$ cat config.mk
export PLATFORM = sky130hd
export DESIGN_NAME = uart_tx_frame
export DESIGN_NICKNAME = d
export VERILOG_FILES = /design/src/rtl/uart_pkg.sv /design/src/rtl/uart_tx_frame.sv
export SDC_FILE = /design/constraint.sdc
export NUM_CORES = 1
export LEC_CHECK = 0
export ABC_AREA = 1
export CAP_MARGIN = 20
export CELL_PAD_IN_SITES_DETAIL_PLACEMENT = 1
export CELL_PAD_IN_SITES_GLOBAL_PLACEMENT = 1
export CORE_MARGIN = 10
export CORE_UTILIZATION = 25
export CTS_CLUSTER_DIAMETER = 200
export CTS_CLUSTER_SIZE = 12
export DETAILED_ROUTE_END_ITERATION = 8
export MAX_ROUTING_LAYER = met4
export PLACE_DENSITY_LB_ADDON = 0.12
export SLEW_MARGIN = 10
export SYNTH_ARGS = -nofsm -noshare
export SYNTH_HDL_FRONTEND = slang
export SYNTH_SLANG_ARGS = --single-unit
$ cat constraint.sdc
create_clock -name clk_in -period 3.1 [get_ports clk_in]
set_input_delay 0.62 -clock clk_in [delete_from_list [all_inputs] [get_ports clk_in]]
set_output_delay 0.62 -clock clk_in [all_outputs]
set_load 0.05 [all_outputs]
$ cat src/rtl/uart_pkg.sv
// Shared definitions for the UART TX path: state encoding of the frame
// serialiser and the default frame geometry.
package uart_pkg;

   // Frame serialiser states. PARITY is only reachable when the design is
   // built with UART_TX_PARITY_EN; otherwise it is an illegal encoding.
   typedef enum logic [2:0] {
      ST_IDLE   = 3'd0,
      ST_WAIT   = 3'd1,
      ST_START  = 3'd2,
      ST_DATA   = 3'd3,
      ST_PARITY = 3'd4,
      ST_STOP   = 3'd5
   } state_t;

   localparam int DATA_BITS_DEF = 8;
   localparam int STOP_BITS_DEF = 1;

endpackage

$ cat src/rtl/uart_tx_frame.sv
// Byte serialiser for the UART TX path. Accepts a byte over valid/ready and
// shifts out one frame on tx, LSB first, with bit boundaries paced by the
// one-cycle baud_tick from the upstream divider.
// Build option: define UART_TX_PARITY_EN to insert an even-parity bit (8E1);
// left undefined the frame is plain 8N1.
module uart_tx_frame
   import uart_pkg::*;
#(
   parameter int DATA_BITS = DATA_BITS_DEF,
   parameter int STOP_BITS = STOP_BITS_DEF,
   parameter int CNT_W     = 3
) (
   input  logic                 clk_in,
   input  logic                 rst_n,
   input  logic                 baud_tick,
   input  logic [DATA_BITS-1:0] tx_data,
   input  logic                 tx_valid,
   output logic                 tx_ready,
   output logic                 tx,
   output logic                 busy
);

   localparam logic [CNT_W-1:0] BIT_LAST  = CNT_W'(DATA_BITS - 1);
   localparam logic             STOP_LAST = 1'(STOP_BITS - 1);

   state_t               state_q,    state_nxt;
   logic [DATA_BITS-1:0] shift_q,    shift_nxt;
   logic [CNT_W-1:0]     bit_cnt_q,  bit_cnt_nxt;
   logic                 stop_cnt_q, stop_cnt_nxt;
   logic                 tx_q,       tx_nxt;
   logic                 ready_q,    ready_nxt;
   logic                 busy_q,     busy_nxt;
`ifdef UART_TX_PARITY_EN
   logic                 parity_q,   parity_nxt;
`endif

   // State and datapath registers; reset forces the line idle-high at once.
   // NOTE: sequential state uses non-blocking assignments so every register
   // samples the pre-edge value of the others, independent of statement order.
   always_ff @(posedge clk_in or negedge rst_n) begin
      if (!rst_n) begin
         state_q    <= ST_IDLE;
         shift_q    <= '0;
         bit_cnt_q  <= '0;
         stop_cnt_q <= 1'b0;
         tx_q       <= 1'b1;
         ready_q    <= 1'b1;
         busy_q     <= 1'b0;
`ifdef UART_TX_PARITY_EN
         parity_q   <= 1'b0;
`endif
      end else begin
         state_q    <= state_nxt;
         shift_q    <= shift_nxt;
         bit_cnt_q  <= bit_cnt_nxt;
         stop_cnt_q <= stop_cnt_nxt;
         tx_q       <= tx_nxt;
         ready_q    <= ready_nxt;
         busy_q     <= busy_nxt;
`ifdef UART_TX_PARITY_EN
         parity_q   <= parity_nxt;
`endif
      end
   end

   // Next-state and next-datapath logic; only accept ignores baud_tick.
   always_comb begin
      // NOTE: every signal gets a hold-value default before the case so no
      // path leaves one unassigned, which would infer a latch.
      state_nxt    = state_q;
      shift_nxt    = shift_q;
      bit_cnt_nxt  = bit_cnt_q;
      stop_cnt_nxt = stop_cnt_q;
      tx_nxt       = tx_q;
      ready_nxt    = ready_q;
      busy_nxt     = busy_q;
`ifdef UART_TX_PARITY_EN
      parity_nxt   = parity_q;
`endif
      case (state_q)
         ST_IDLE: begin
            if (tx_valid && ready_q) begin
               shift_nxt = tx_data;
               ready_nxt = 1'b0;
               busy_nxt  = 1'b1;
               state_nxt = ST_WAIT;
            end
         end
         // A tick in the accept cycle is seen in IDLE and dropped, so the
         // start bit always begins on a later tick.
         ST_WAIT: begin
            if (baud_tick) begin
               tx_nxt    = 1'b0;
               state_nxt = ST_START;
            end
         end
         ST_START: begin
            if (baud_tick) begin
               tx_nxt      = shift_q[0];
               shift_nxt   = shift_q >> 1;
               bit_cnt_nxt = '0;
`ifdef UART_TX_PARITY_EN
               parity_nxt  = shift_q[0];
`endif
               state_nxt   = ST_DATA;
            end
         end
         ST_DATA: begin
            if (baud_tick) begin
               if (bit_cnt_q != BIT_LAST) begin
                  tx_nxt      = shift_q[0];
                  shift_nxt   = shift_q >> 1;
                  bit_cnt_nxt = bit_cnt_q + 1'b1;
`ifdef UART_TX_PARITY_EN
                  parity_nxt  = parity_q ^ shift_q[0];
`endif
               end else begin
`ifdef UART_TX_PARITY_EN
                  // The parity register already covers the last data bit,
                  // so it goes on the line for the whole PARITY period.
                  tx_nxt    = parity_q;
                  state_nxt = ST_PARITY;
`else
                  tx_nxt       = 1'b1;
                  stop_cnt_nxt = 1'b0;
                  state_nxt    = ST_STOP;
`endif
               end
            end
         end
`ifdef UART_TX_PARITY_EN
         ST_PARITY: begin
            if (baud_tick) begin
               tx_nxt       = 1'b1;
               stop_cnt_nxt = 1'b0;
               state_nxt    = ST_STOP;
            end
         end
`endif
         ST_STOP: begin
            if (baud_tick) begin
               if (stop_cnt_q != STOP_LAST) begin
                  stop_cnt_nxt = stop_cnt_q + 1'b1;
               end else begin
                  ready_nxt = 1'b1;
                  busy_nxt  = 1'b0;
                  state_nxt = ST_IDLE;
               end
            end
         end
         // Illegal encodings (including PARITY when not built in) recover
         // to an idle line.
         default: begin
            state_nxt    = ST_IDLE;
            tx_nxt       = 1'b1;
            ready_nxt    = 1'b1;
            busy_nxt     = 1'b0;
            bit_cnt_nxt  = '0;
            stop_cnt_nxt = 1'b0;
         end
      endcase
   end

   assign tx       = tx_q;
   assign tx_ready = ready_q;
   assign busy     = busy_q;

endmodule

==> run summary, run 1 <==
IO Port Bufs -> 14
Leak pwr -> 0.671 nW
Max FO, Critical Path -> 3
Initial antenna violation count -> 0
Hold Vio Cnt, Final -> 0
#FFs+latches synth -> 17
Die width -> 84.6 um
Hold-fix buffers, CTS -> 0
Worst-skew pair later-pin latency -> 0.26 ns
CP max stage delay -> 0.81 ns
Pre-Repair DR Iteration Count -> 2
Diode count -> 0
Fin nets -> 169
R2r worst-path depth -> 6
Postcts setup bufs -> 0
Commonest cells after routing, fill and taps aside -> nand2_1, dfrtp_1, clkdlybuf4s50_1
GP Congestion -> 0.839
Crit path required time -> 2.48 ns
Clk sinks -> 17
Worst rel slew slack -> 0.462
Via density -> 4.49
Multiplexer share of the synthesized area -> 0
Tcrit/Tclk final -> 0.722
Worst path cell trace -> clkdlybuf4s50_1
CP max-delay cell -> clkdlybuf4s50_1
Sum of buffers and inverters on the critical path -> 1
H-Tree Depth -> 1
Xor-xnor portion of the synthesized cell area -> 0
Die Y -> 84.6 um
CP arrival -> 1.62 ns
Yosys cell types -> 23
Share of layout cells above drive strength 1 -> 0.162
Rows -> 23
Commonest non-fill, non-tap cell in the layout -> nand2_1
CP Capture Type -> primary output
Wire per inst -> 12.9 um
Synth Area in Compound Gates -> 0.0528
Setup violations, final -> 0
Tot GR Track Use -> 0.0826
Post-Syn Area -> 1040 um^2
IO Pins -> 15
Post-DP HPWL -> 2.05 mm
Actual slew at the worst max-slew pin -> 0.804 ns
Status -> complete, no violations
Initial core utilization -> 0.259
Top delay family on crit path -> buffers and inverters
Cts bufs inserted -> 3
Setup TNS -> 0 ns
YS warnings -> 0
Post-Layout Inst Area -> 1270 um^2
Via count -> 915
Hold depth -> 2
Slew Viols, Final -> 0
Vias in the first global route -> 1032
Tmin final -> 2.24 ns
Largest net degree at the start of global routing -> 18
Clock Skew -> 0.00829 ns
Post-Place Setup Slack -> 1.15 ns
Synth Area in Adders -> 0.0240
Crit path depth -> 1
Startpoint Class -> flip-flop
Mean post-synth cell area -> 7.55 um^2
Clk root buf -> clkbuf_8
Die Area -> 7150 um^2
CTS clock-pin slew for the worst setup and hold paths -> 0.07 ns
Slack of the critical path -> 0.863 ns
Grt total ovfl -> 0
Worst-case clock buffer depth -> 2
Area after DPL -> 1220 um^2
Final hold slack -> 0.467 ns
Post-synthesis simple-gate area fraction -> 0.454
Crit path kind -> flip-flop to primary output
Post-CTS sizing -> 0
Max Cap Viol -> 0
CTS tree -> yes
Detail Route Antenna Nets -> 0
Fmax -> 447 MHz
Largest family of logic cells by synthesized area -> simple AND/OR/NAND/NOR gates
Core footprint -> 4030 um^2
Hold Path Class -> flip-flop to flip-flop
Post-synthesis sequential area ratio -> 0.411
RSZ-0062 raised after global routing -> false
Net count after synthesis -> 152
VDD IR max -> 317 uV
Cells after Synth -> 138
Detailed Route WL -> 2.64 mm
DRT iter0 DRCs -> 29
Post-route DRC violation count -> 0
Power Dens Cells -> 983 nW/um^2
Area Growth Syn to Fin -> 21.6%
First-pass GRT wire length -> 4.86 mm
[tightest hold or removal path: stages, from the launching register on]
cell and delay [ns]:
dfrtp_1 0.34, nand2_1 0.05, nand2_1 0.05
[synthesized netlist by cell type, drive strengths merged]
library cell  number  share of area
a21oi              1         0.0048
buf                2          0.022
clkinv             1         0.0048
dfrtp             15           0.36
dfstp              2          0.050
ha                 2          0.024
inv                9          0.032
nand2             75           0.30
nand3             10          0.053
nand4              2          0.018
nor2               9          0.074
nor3               1         0.0048
o21ai              7          0.034
o21bai             2          0.014
[cells by family after synthesis]
family	Yosys count
simple gates	97
buf+inv	12
flops	17
fa+ha+maj	2
compound gates	10
[cell type report]
type                            count  area (um^2)
Multi-Input combinational cell    109          553
Sequential cell                    17          428
Clock buffer                        4         45.0
Tap cell                           50         62.6
Inverter                           10         38.8
Timing Repair Buffer               14          140
Fill cell                         515         2760
[layer usage]
| layer | vias to the layer above | GRT usage | wire, um |
|---|---|---|---|
| met2 | 12 | 0.143 | 1360 |
| met4 | 0 | 0.0135 | 19 |
| met5 | - | - | 0 |
| met3 | 5 | 0.0271 | 80 |
| met1 | 435 | 0.0915 | 1180 |
| li1 | 463 | - | - |
[final timing paths]
check                           slack (ns)       start           end
worst min-delay path                  0.47  shift_q[0]    shift_q[0]
worst min register to register        0.47  shift_q[0]    shift_q[0]
worst max-delay path                  0.86    tx_ready      tx_ready
max in group asynchronous             1.77       rst_n    shift_q[2]
min in group asynchronous             0.82       rst_n  bit_cnt_q[0]
worst max register to register        1.52  state_q[2]    shift_q[2]
[report_power, final]
group | switching, mW | total [mW] | internal [mW]
sequential | 0.0780 | 0.399 | 0.321
combinational | 0.447 | 0.674 | 0.227
clock | 0.0820 | 0.173 | 0.0914
[state kept, by name, summed over array words and instances, names as in the netlist]
| name | flops |
|---|---|
| state_q | 3 |
| tx_ready | 1 |
| tx | 1 |
| bit_cnt_q | 3 |
| busy | 1 |
| shift_q | 8 |
[per-stage QoR]
stage | util | power (mW) | cells
6_report | 0.315 | 1.25 | 204
5_1_grt | 0.315 | 1.39 | 204
4_1_cts | 0.315 | 1.28 | 204
2_1_floorplan | - | 0.913 | 138
3_3_place_gp | 0.303 | 1.08 | 200
3_5_place_dp | 0.303 | 1.10 | 200
No activity file was read; power rests on OpenSTA's default activity.
==> run 2, diff against run 1 <==
Clock period 3.1 ns to 2.3 ns, I/O delays scaled along.
==> run summary, run 2 (same netlist as run 1, synthesis figures left out) <==
Status -> complete, no violations
Diode count -> 0
First-pass GRT wire length -> 4.73 mm
Largest net degree at the start of global routing -> 18
Clk root buf -> clkbuf_8
Fin nets -> 170
Tot GR Track Use -> 0.0816
IO Pins -> 15
Cts bufs inserted -> 3
Pre-Repair DR Iteration Count -> 4
Fraction of power consumed by combinational cells -> 0.544
Worst-case clock buffer depth -> 2
Leak pwr -> 0.675 nW
Die width -> 84.6 um
Crit path required time -> 1.84 ns
CP max-delay cell -> clkdlybuf4s50_1
Rows -> 23
Internal power -> 0.863 mW
Detailed Route WL -> 2.60 mm
Setup violations, final -> 0
Fmax -> 486 MHz
Initial antenna violation count -> 0
VDD IR max -> 301 uV
Commonest cells after routing, fill and taps aside -> nand2_1, dfrtp_1, clkdlybuf4s50_1
Core footprint -> 4030 um^2
IO Port Bufs -> 14
Worst rel slew slack -> 0.645
Clk sinks -> 17
Wire per inst -> 12.7 um
Postcts setup bufs -> 0
Vias in the first global route -> 1018
Number of flip-flops in the largest register -> 8
Grt total ovfl -> 0
Crit path kind -> flip-flop to primary output
Post-DP HPWL -> 2.03 mm
Startpoint Class -> flip-flop
DRT iter0 DRCs -> 40
Setup TNS -> 0 ns
Clock Power Share -> 0.138
RSZ-0062 raised after global routing -> false
Worst-skew pair later-pin latency -> 0.26 ns
Power Dens Cells -> 1320 nW/um^2
CP Capture Type -> primary output
Slew Viols, Final -> 0
Via count -> 916
Max Cap Viol -> 0
Seq. cell area -> 428 um^2
Initial core utilization -> 0.259
Hold-fix buffers, CTS -> 0
CTS clock-pin slew for the worst setup and hold paths -> 0.07 ns
Tcrit/Tclk final -> 0.895
CP arrival -> 1.60 ns
Total Power -> 1.68 mW
H-Tree Depth -> 1
Post-route DRC violation count -> 0
CP max stage delay -> 0.80 ns
Layout fillers -> 512
Sum of buffers and inverters on the critical path -> 1
Reg power frac -> 0.318
Largest regs -> shift_q (8), bit_cnt_q (3), state_q (3)
CTS tree -> yes
Share of layout cells above drive strength 1 -> 0.168
Biggest register -> shift_q
Actual slew at the worst max-slew pin -> 0.533 ns
Hold Vio Cnt, Final -> 0
Clock Skew -> 0.00439 ns
Commonest non-fill, non-tap cell in the layout -> nand2_1
P_sw -> 0.815 mW
Die Y -> 84.6 um
Multi-input logic area -> 553 um^2
GP Congestion -> 0.838
Sw Share -> 0.486
Tmin final -> 2.06 ns
Die Area -> 7150 um^2
Via density -> 4.47
Area Growth Syn to Fin -> 22.3%
Top delay family on crit path -> buffers and inverters
Post-CTS sizing -> 0
Worst path cell trace -> clkdlybuf4s50_1
Hold Path Class -> flip-flop to flip-flop
Detail Route Antenna Nets -> 0
Max FO, Critical Path -> 3
## run 2: cell count changes in the layout (fill, tap and decap cells not counted), sizes merged
cell  change
buf       +1
## run 2: cell type report
type,count,area share
tap,50,0.0491
clock buffer,4,0.0353
sequential,17,0.336
timing repair buffer,15,0.116
multi-input combinational,109,0.434
inverter,10,0.0304
## run 2: per-stage QoR
stage               area [um^2]  worst slack [ns]  hold slack (ns)   util  instances
floorplan                  1040             0.925            0.164      -        138
global placement           1230             0.522            0.452  0.305        201
detailed placement         1230             0.512            0.456  0.305        201
CTS                        1270             0.220            0.474  0.316        205
global route               1270             0.189            0.497  0.316        205
finish                     1270             0.240            0.467  0.316        205
## run 2: worst paths after layout
kind | from | to | slack [ns] | cells after the start
worst max-delay path | tx_ready | tx_ready | 0.24 | 1
worst min-delay path | shift_q[0] | shift_q[0] | 0.47 | 2
worst max register to register | state_q[2] | shift_q[2] | 0.74 | 6
worst min register to register | shift_q[0] | shift_q[0] | 0.47 | 2
max in group asynchronous | rst_n | tx | 1.50 | 2
min in group asynchronous | rst_n | state_q[2] | 0.54 | 2
## run 2: power groups by stage
stage / Combinational (mW) / Sequential (mW) / Clock (mW)
finish: 0.914 / 0.533 / 0.231
global route: 1.05 / 0.557 / 0.272
CTS: 0.942 / 0.537 / 0.245
detailed placement: 0.937 / 0.542 / 0
global placement: 0.919 / 0.537 / 0
floorplan: 0.637 / 0.594 / 0
## run 2: metal layers
metal,vias up,part of all wire,GRT usage
met4,0,0.0050,0.0180
li1,467,-,-
met3,3,0.039,0.0290
met2,14,0.51,0.141
met1,432,0.45,0.0877
met5,-,0,-
==> run 3, diff against run 2 <==
Settings changed: DONT_BUFFER_PORTS set to 1.
==> run summary, run 3 (same netlist as run 1, synthesis figures left out) <==
Crit path required time -> 2.45 ns
Initial core utilization -> 0.259
First-pass GRT wire length -> 4.82 mm
Worst path cell trace -> ha_1, ha_1, nand2_4, nand2_4, nor2_2, clkinv_2, nand2_1, nand2_1
Pre-Repair DR Iteration Count -> 4
Die width -> 84.6 um
CP arrival -> 1.71 ns
CP max-delay cell -> dfrtp_1
Worst rel slew slack -> 0.490
Largest net degree at the start of global routing -> 16
Die Area -> 7150 um^2
Cts bufs inserted -> 3
Grt total ovfl -> 0
Final hold slack -> 0.0375 ns
Clock Skew -> 0.00188 ns
Fmax -> 644 MHz
Max Cap Viol -> 0
Crit path kind -> flip-flop to flip-flop
Vias in the first global route -> 986
Rows -> 23
Setup violations, final -> 0
GP Congestion -> 0.853
Initial antenna violation count -> 0
Wire per inst -> 14.7 um
Power Dens Cells -> 1440 nW/um^2
Tmin final -> 1.55 ns
Number of flip-flops in the largest register -> 8
CP Capture Type -> flip-flop
Setup TNS -> 0 ns
H-Tree Depth -> 1
Area Growth Syn to Fin -> 9.12%
Post-Place Setup Slack -> 0.739 ns
Top delay family on crit path -> simple AND/OR/NAND/NOR gates
Post-DP HPWL -> 2.07 mm
Commonest non-fill, non-tap cell in the layout -> nand2_1
RSZ-0062 raised after global routing -> false
Worst-case clock buffer depth -> 2
Tot GR Track Use -> 0.0842
Leak pwr -> 0.620 nW
Detail Route Antenna Nets -> 0
Die Y -> 84.6 um
Post-CTS sizing -> 0
# placed instances -> 186
Sum of buffers and inverters on the critical path -> 1
VDD IR max -> 411 uV
Fin nets -> 156
Commonest cells after routing, fill and taps aside -> nand2_1, dfrtp_1, nand3_1
Status -> complete, no violations
Diode count -> 0
Hold Vio Cnt, Final -> 0
Worst-skew pair later-pin latency -> 0.26 ns
Postcts setup bufs -> 0
Via density -> 4.61
IO Port Bufs -> 0
Layout fillers -> 516
Post-route DRC violation count -> 0
Startpoint Class -> flip-flop
Slack of the critical path -> 0.746 ns
CTS tree -> yes
Hold Path Class -> primary input to asynchronous set/reset pin
Clk root buf -> clkbuf_8
Max FO, Critical Path -> 4
IO Pins -> 15
Slew Viols, Final -> 0
CTS clock-pin slew for the worst setup and hold paths -> 0.07 ns
Detailed Route WL -> 2.80 mm
Total Power -> 1.63 mW
Largest regs -> shift_q (8), bit_cnt_q (3), state_q (3)
Hold-fix buffers, CTS -> 1
CP max stage delay -> 0.41 ns
Biggest register -> shift_q
Share of layout cells above drive strength 1 -> 0.177
Final non-filler cell total -> 191
DRT iter0 DRCs -> 40
Via count -> 880
Tcrit/Tclk final -> 0.675
Core footprint -> 4030 um^2
Clk sinks -> 17
Actual slew at the worst max-slew pin -> 0.763 ns
run 3: power by group:
part,switching (mW),internal [mW]
clock,0.112,0.123
combinational,0.507,0.248
sequential,0.208,0.435
total,0.827,0.806
run 3: worst reg2reg max path: stages (launching register included):
cell	delay, ns
dfrtp_1	0.41
ha_1	0.21
ha_1	0.24
nand2_4	0.12
nand2_4	0.07
nor2_2	0.18
clkinv_2	0.10
nand2_1	0.06
nand2_1	0.05
run 3: per-layer routing:
metal | GRT usage | vias to the layer above | wire length, um
met5 | - | - | 0
met1 | 0.0897 | 423 | 1260
met2 | 0.139 | 16 | 1360
met3 | 0.0348 | 4 | 149
met4 | 0.0269 | 0 | 30
li1 | - | 437 | -
run 3: worst paths after layout:
kind,start,end,slack [ns],cells past startpoint
min reg2reg,shift_q[6],shift_q[6],0.47,2
max,bit_cnt_q[0],bit_cnt_q[2],0.75,8
max in group asynchronous,rst_n,shift_q[0],1.11,1
max reg2reg,bit_cnt_q[0],bit_cnt_q[2],0.75,8
min in group clk_in,tx_data[7],shift_q[7],0.41,4
min,rst_n,tx_ready,0.04,0
run 3: stage by stage:
step	instance area (um^2)	util
global placement	1080	0.269
CTS	1140	0.282
floorplan	1040	-
global route	1140	0.282
detailed placement	1080	0.269
finish	1140	0.282
run 3: layout make-up:
type / count / area (um^2) / share of cell area
tap: 50 / 62.6 / 0.0550
inverter: 10 / 38.8 / 0.0341
multi-input combinational: 109 / 553 / 0.486
timing repair buffer: 1 / 10.0 / 0.00880
sequential: 17 / 428 / 0.376
clock buffer: 4 / 45.0 / 0.0396
